## config.mk

```make
export PLATFORM = sky130hd
export DESIGN_NAME = serial_frame_rx
export DESIGN_NICKNAME = d
export VERILOG_FILES = /design/src/rtl/serial_frame_rx.sv
export SDC_FILE = /design/constraint.sdc
export NUM_CORES = 1
export LEC_CHECK = 0
export ABC_AREA = 1
export CAP_MARGIN = 40
export CORE_UTILIZATION = 55
export DETAILED_ROUTE_END_ITERATION = 12
export PLACE_DENSITY = 0.79
export SETUP_SLACK_MARGIN = 0.3
export SYNTH_ARGS = -nofsm -noshare
export SYNTH_HDL_FRONTEND = slang
export SYNTH_SLANG_ARGS = --single-unit
export TNS_END_PERCENT = 5
```

## constraint.sdc

```tcl
create_clock -name clk -period 4 [get_ports clk]
set_input_delay 1.2 -clock clk [delete_from_list [all_inputs] [get_ports clk]]
set_output_delay 1.2 -clock clk [all_outputs]
set_load 0.05 [all_outputs]
```

## src/rtl/serial_frame_rx.sv

```systemverilog
// Parametrised serial frame receiver: start, data, optional parity, stop bits.
// Optional SERIAL_RX_ERR_CNT_EN adds a saturating err_count output.
module serial_frame_rx #(
  parameter int DATA_BITS   = 8,
  parameter int PARITY_MODE = 0,
  parameter int STOP_BITS   = 1,
  parameter int MSB_FIRST   = 0
) (
  input  logic                 clk,
  input  logic                 reset,
  input  logic                 in,
  output logic [DATA_BITS-1:0] out_data,
  output logic                 done,
  output logic                 parity_err,
  output logic                 frame_err
`ifdef SERIAL_RX_ERR_CNT_EN
  ,
  output logic [15:0]          err_count
`endif
);

  if (DATA_BITS < 5 || DATA_BITS > 16) begin : g_bad_data
    $error("serial_frame_rx: DATA_BITS must be 5..16");
  end
  if (PARITY_MODE < 0 || PARITY_MODE > 2) begin : g_bad_par
    $error("serial_frame_rx: PARITY_MODE must be 0, 1 or 2");
  end
  if (STOP_BITS < 1 || STOP_BITS > 2) begin : g_bad_stop
    $error("serial_frame_rx: STOP_BITS must be 1 or 2");
  end

  localparam logic       HAS_PAR   = (PARITY_MODE != 0);
  localparam logic       ODD_PAR   = (PARITY_MODE == 2);
  localparam logic [4:0] LAST_DATA = 5'(DATA_BITS - 1);
  localparam logic [4:0] LAST_STOP = 5'(STOP_BITS - 1);

  typedef enum logic [2:0] {
    S_IDLE,
    S_DATA,
    S_PARITY,
    S_STOP,
    S_DONE,
    S_ERR
  } state_t;

  state_t               r_state;
  logic [4:0]           r_cnt;
  logic [DATA_BITS-1:0] r_shift;
  logic [DATA_BITS-1:0] r_data;
  logic                 r_xor;
  logic                 r_pbad;
  logic                 r_done;
  logic                 r_perr;
  logic                 r_ferr;
  logic [DATA_BITS-1:0] w_shift_nxt;

  if (MSB_FIRST != 0) begin : g_msb
    assign w_shift_nxt = {r_shift[DATA_BITS-2:0], in};
  end else begin : g_lsb
    assign w_shift_nxt = {in, r_shift[DATA_BITS-1:1]};
  end

  always_ff @(posedge clk) begin
    if (reset) begin
      r_state <= S_IDLE;
      r_cnt   <= '0;
      r_shift <= '0;
      r_data  <= '0;
      r_xor   <= 1'b0;
      r_pbad  <= 1'b0;
      r_done  <= 1'b0;
      r_perr  <= 1'b0;
      r_ferr  <= 1'b0;
    end else begin
      r_done <= 1'b0;
      r_perr <= 1'b0;
      r_ferr <= 1'b0;
      case (r_state)
        S_IDLE, S_DONE: begin
          // DONE doubles as IDLE so back-to-back frames need no gap
          if (!in) begin
            r_state <= S_DATA;
            r_cnt   <= '0;
            r_xor   <= 1'b0;
            r_pbad  <= 1'b0;
          end else begin
            r_state <= S_IDLE;
          end
        end
        S_DATA: begin
          r_shift <= w_shift_nxt;
          r_xor   <= r_xor ^ in;
          if (r_cnt == LAST_DATA) begin
            r_cnt   <= '0;
            r_state <= HAS_PAR ? S_PARITY : S_STOP;
          end else begin
            r_cnt <= r_cnt + 5'd1;
          end
        end
        S_PARITY: begin
          r_pbad  <= ((r_xor ^ in) != ODD_PAR);
          r_state <= S_STOP;
        end
        S_STOP: begin
          if (!in) begin
            r_state <= S_ERR;
            r_ferr  <= 1'b1;
          end else if (r_cnt == LAST_STOP) begin
            r_state <= S_DONE;
            r_data  <= r_shift;
            if (HAS_PAR && r_pbad) r_perr <= 1'b1;
            else                   r_done <= 1'b1;
          end else begin
            r_cnt <= r_cnt + 5'd1;
          end
        end
        S_ERR: begin
          if (in) r_state <= S_IDLE;
        end
        default: r_state <= S_IDLE;
      endcase
    end
  end

  assign out_data   = r_data;
  assign done       = r_done;
  assign parity_err = r_perr;
  assign frame_err  = r_ferr;

`ifdef SERIAL_RX_ERR_CNT_EN
  logic [15:0] r_err_cnt;

  always_ff @(posedge clk) begin
    if (reset) begin
      r_err_cnt <= '0;
    end else if ((r_perr || r_ferr) && r_err_cnt != 16'hFFFF) begin
      r_err_cnt <= r_err_cnt + 16'd1;
    end
  end

  assign err_count = r_err_cnt;
`endif

endmodule

```

==> impl_metrics.toml, run 1 <==
[status]
status = "completed"

[clocking]
worst_skew_pair.late_latency_ps = 320
htreeDepth = 1
cts-root-buf = "clkbuf_4"
clk_pin_slew_ps = 140
tritoncts = "yes"
cts_setup_buffers = 0
cts.sinks = 26
cts-resized-gates = 0
clock_path_buffers = 2
ctsHoldBuffers = 0
cts_buffers = 3

[floorplanning]
die_h_um = 48.4
io_pins = 14
die-area_mm2 = 0.00234
die_width_um = 48.4
core.rowCount = 16
initial_core_util_pct = 59.2
fp.coreArea_mm2 = 0.00200

[logic_synthesis]
synth_area_mm2 = 0.00118
synthCells = 159
synth.area.top_cells = "dfxtp_1, nand2_1, nor2_1"
yosysSeqAreaShare_pct = 43.9
synth_top_family_by_area = "simple AND/OR/NAND/NOR gates"
syn-num-nets = 164
synth_fa_ha_area_share_pct = 2.11
yosysWarningCount = 0
syn_area_per_cell_um2 = 7.45
ys_types = 26
synth-main-ff-cell = "dfxtp_1"
yosys.area.top_type = "dfxtp_1"
async_flop_share_pct = 0
synth_top_area_share_pct = 43.9
ys_ff_latch = 26
synth_xor_area_share_pct = 1.48
synth_edf_count = 0
synth.area.mux_share_pct = 0
synth_common_cells = "nand2_1, dfxtp_1, nor2_1, a21oi_1, inv_1"
synth_compound_area_share_pct = 18.8
yosysMostFrequentCell = "nand2_1"
synth-simple-area-share_pct = 23.9

[drt]
top_layer = "met4"
met2_wirelength_um = 962
post_drt_via_cell_ratio = 5.05
wl_per_cell_um = 10.7
drc = 0
wl_met3_um = 63
dr_total_vias = 989
dr.pass1.iters = 7
drtIter0Drc = 14
route.antenna.remaining_nets = 0
wl_met1_um = 1060
drt_wl_total_um = 2100

[sta]
fin_skew_ps = 1.85
rsz0062_at_grt = "false"
drv_slew = 0
setup_viol = 0
hold_viol_final = 0
fin_setup_tns_ps = 0
finalCritPeriodShare_pct = 67.7
fmax_mhz = 370
worstMarginPinSlew_ps = 532
max-slew-margin-rel_pct = 64.5
min_period_ps = 2710

[placed_design]
routabilityCongestion = 0.824
numPortBuffers = 12
post-dp-hpwl_um = 1470

[critical_path]
crit_buf_inv = 1
crit_path_cell_trace = "clkdlybuf4s50_1"
cp.required_ps = 2800
cp_slowest_cell = "clkdlybuf4s50_1"
arrival_ps = 1510
max_stage_delay_ps = 810
crit_fanout = 2
critical_path_class = "reg -> out"
start_kind = "flop"
critPathCaptureType = "output port"
crit_family = "buffers and inverters"

[grt]
antenna_found_initial = 0
grt_max_degree = 21
grt.total_usage_pct = 20.1
grt_pass1_vias = 903
grt_overflow = 0
grt_pass1_wl_um = 3730

[final_layout]
antennaDiodeCount = 0
drive_gt1_share_pct = 13.0
final_nets = 175
area_delta_synth_final_pct = 14.3

[power]
cellPowerDensity_mw_per_mm2 = 706
vdd_ir_drop_max_uv = 419
leakage_nw = 0.569
total_power_w = 0.000955

[job]
drv_cap = 0

[worst_hold_path]
hold_class = "reg -> reg"
==> metrics by stage <==
stage	std cells	util [%]	worst slack (ps)	instance area (um2)	hold slack (ps)
final	196	67.6	1290	1350	463
after global routing	196	67.6	1230	1350	485
after CTS	196	67.6	1280	1350	468
after detailed placement	192	65.0	1380	1300	445
after global placement	192	65.0	1400	1300	431
after floorplan	159	-	2180	1180	421
==> power breakdown <==
group | total, W | internal [W] | switching, W
logic | 0.000390 | 0.000128 | 0.000263
registers | 0.000385 | 0.000333 | 0.0000521
clock network | 0.000180 | 0.000101 | 0.0000787
total | 0.000955 | 0.000562 | 0.000393
==> routing by layer <==
metal,track usage (%),vias up
li1,-,524
met1,25.0,448
met2,34.5,15
met4,7.35,0
met5,0,-
met3,3.77,2
==> state kept, by name, indices dropped and copies added (netlist names) <==
register	cells
out_data	8
r_shift	8
r_cnt	5
r_state	3
done	1
frame_err	1
==> logic make-up (layout without fill, tap and decap cells) <==
logic type                 count (synthesis)  count (layout)
AOI/OAI and AO/OA                         38              38
xor gates and xnor gates                   2               2
adders and majority gates                  2               2
buffers and inverters                     26              36
DFF                                       26              26
other                                      1               1
and+or+nand+nor                           64              64
==> placed cells by master, fill, tap and decap left out <==
cell | netlist | final
nor2_4 | 2 | 2
conb_1 | 1 | 1
xor2_1 | 1 | 1
a21oi_2 | 3 | 3
nand2_2 | 5 | 5
o21ai_2 | 2 | 2
nand2_1 | 27 | 27
xnor2_1 | 1 | 1
o21ai_1 | 4 | 4
a21oi_4 | 1 | 1
nand4_1 | 1 | 1
o21ai_0 | 11 | 11
dfxtp_1 | 26 | 26
nor2_1 | 22 | 22
nor2_2 | 1 | 1
o211ai_1 | 1 | 1
inv_1 | 16 | 16
a21oi_1 | 16 | 16
ha_1 | 2 | 2
nand3_1 | 5 | 5
bufinv_16 | 0 | 1
nand3b_1 | 1 | 1
clkdlybuf4s50_1 | 0 | 12
clkbuf_4 | 0 | 3
inv_2 | 4 | 4
==> cell type report <==
type / instances / area, um2
Inverter: 20 / 75.1
Fill cell: 171 / 648
Clock buffer: 3 / 22.5
Multi-Input combinational cell: 107 / 552
Timing Repair Buffer: 12 / 120
Sequential cell: 26 / 520
Clock inverter: 1 / 30.0
Tap cell: 27 / 33.8
==> final timing paths <==
check                           cells after the start          end  slack, ps   startpoint
worst max-delay path                                1  out_data[3]       1290  out_data[3]
worst min register to register                      2  out_data[0]        460   r_shift[0]
worst min-delay path                                2  out_data[0]        460   r_shift[0]
worst max register to register                      9  out_data[5]       2390     r_cnt[0]
No activity file was read; power rests on OpenSTA's default activity.
==> inputs of run 2 (changes only) <==
Settings changed: CORE_UTILIZATION 55 to 48, PLACE_DENSITY 0.79 to 0.73.
Clock period 4 ns to 2.3 ns, I/O delays scaled along.
==> run 2 against run 1 <==
  * First-iteration DRC count rose by 29%
  * Combinational power rose by 76%
  * Count of clock-buffer cells in the layout did not move
  * Largest cell class unchanged
  * Highest routed layer unchanged
==> impl_metrics.toml, run 2 (synthesized netlist as in run 1, its figures left out) <==
[sta]
max-slew-margin-rel_pct = 64.1
setup_viol = 0
fin_setup_tns_ps = 0
min_period_ps = 2180
finalCritPeriodShare_pct = 94.7
fmax_mhz = 459
drv_slew = 0
fin_skew_ps = 7.66
hold_viol_final = 0
hold_slack_ps = 457
worstMarginPinSlew_ps = 538
rsz0062_at_grt = "true"

[grt]
use_met2_pct = 31.4
grt_util_met3_pct = 3.51
grt_pass1_wl_um = 3770
grt_overflow = 0
grt.total_usage_pct = 19.0
grt_max_degree = 20
antenna_found_initial = 0
grt_util_met1_pct = 25.2
grt_busiest_layer = "met2"
grt_pass1_vias = 842

[drt]
wl_per_cell_um = 10.8
drc = 0
drtIter0Drc = 18
drt_wl_total_um = 2160
dr_total_vias = 998
post_drt_via_cell_ratio = 4.99
dr.pass1.iters = 4
route.antenna.remaining_nets = 0

[clocking]
clock_path_buffers = 2
tritoncts = "yes"
clk_pin_slew_ps = 140
cts-root-buf = "clkbuf_4"
ctsHoldBuffers = 0
cts-resized-gates = 1
cts_buffers = 3
worst_skew_pair.late_latency_ps = 320
cts.sinks = 26
htreeDepth = 1
cts_setup_buffers = 0

[floorplanning]
io_pins = 14
die_width_um = 51.7
die-area_mm2 = 0.00267
die_h_um = 51.7
initial_core_util_pct = 52.1
core.rowCount = 17
fp.coreArea_mm2 = 0.00228

[final_layout]
post-route-cell-area_mm2 = 0.00138
final_nets = 178
antennaDiodeCount = 0
mostFrequentLayoutCells = "nand2_1, dfxtp_1, nor2_1"
layout.cells.most_common = "nand2_1"
area_delta_synth_final_pct = 16.4
final_core_util_pct = 60.6
final_cells = 200
drive_gt1_share_pct = 14.5

[worst_hold_path]
hold_start = "r_shift[0]"
hold_class = "reg -> reg"
holdPathStages = 2
min_to = "out_data[0]"

[placed_design]
dpl_cell_area_mm2 = 0.00133
placed_cells = 196
routabilityCongestion = 0.878
numPortBuffers = 12
post-dp-hpwl_um = 1640

[power]
leakage_nw = 0.608
cellPowerDensity_mw_per_mm2 = 1210
vdd_ir_drop_max_uv = 619

[critical_path]
r2r_slack_ps = 750
crit_path_cell_trace = "clkdlybuf4s50_1"
max_stage_delay_ps = 800
rr_endpoint = "r_cnt[0]"
rr_startpoint = "r_state[1]"
crit_family = "buffers and inverters"
critical_path_class = "reg -> out"
cp_slowest_cell = "clkdlybuf4s50_1"
rr_worst_depth = 9
crit_buf_inv = 1
arrival_ps = 1490
critPathCaptureType = "output port"
cp.required_ps = 1610
start_kind = "flop"
crit_fanout = 2

[job]
drv_cap = 0

[status]
status = "completed"
run 2: cell count changes in the layout (fill, tap and decap cells not counted):
cell / change
dlygate4sd2_1: +1
buf_4: +3
clkdlybuf4s50_1: -2
dlymetal6s2s_1: +1
run 2: power by group:
| group | internal, W | switching, W | leakage (nW) | total (W) |
|---|---|---|---|---|
| clock | 0.000176 | 0.000135 | 0.0279 | 0.000311 |
| combinational | 0.000227 | 0.000461 | 0.367 | 0.000688 |
| sequential | 0.000579 | 0.0000877 | 0.212 | 0.000667 |
| total | 0.000982 | 0.000684 | 0.608 | 0.00167 |
run 2: layout make-up:
| type | instances | area [um2] |
|---|---|---|
| inverters | 20 | 75.1 |
| well taps | 28 | 35.0 |
| clock inverters | 1 | 30.0 |
| repair buffers | 15 | 144 |
| flip-flops and latches | 26 | 520 |
| fillers | 202 | 897 |
| multi-input cells | 107 | 552 |
| clock buffers | 3 | 22.5 |
run 2: per-stage QoR:
stage | setup WS, ps | power [W]
floorplan | 990 | 0.00122
finish | 121 | 0.00167
CTS | 102 | 0.00168
global route | 64.6 | 0.00180
detailed placement | 283 | 0.00136
global placement | 311 | 0.00134
run 2: metal layers:
| metal | wire length (um) | vias to the layer above |
|---|---|---|
| met3 | 36 | 4 |
| met4 | 17 | 0 |
| li1 | - | 532 |
| met5 | 0 | - |
| met2 | 1020 | 7 |
| met1 | 1090 | 455 |
run 2: worst max path at each step:
stage	from	to	slack [ps]	depth (start not counted)
finish	out_data[3]	out_data[3]	120	1
floorplan	out_data[3]	out_data[3]	990	0
CTS	out_data[3]	out_data[3]	100	1
global placement	in	out_data[4]	310	6
detailed placement	in	out_data[6]	280	6
global route	out_data[3]	out_data[3]	60	1
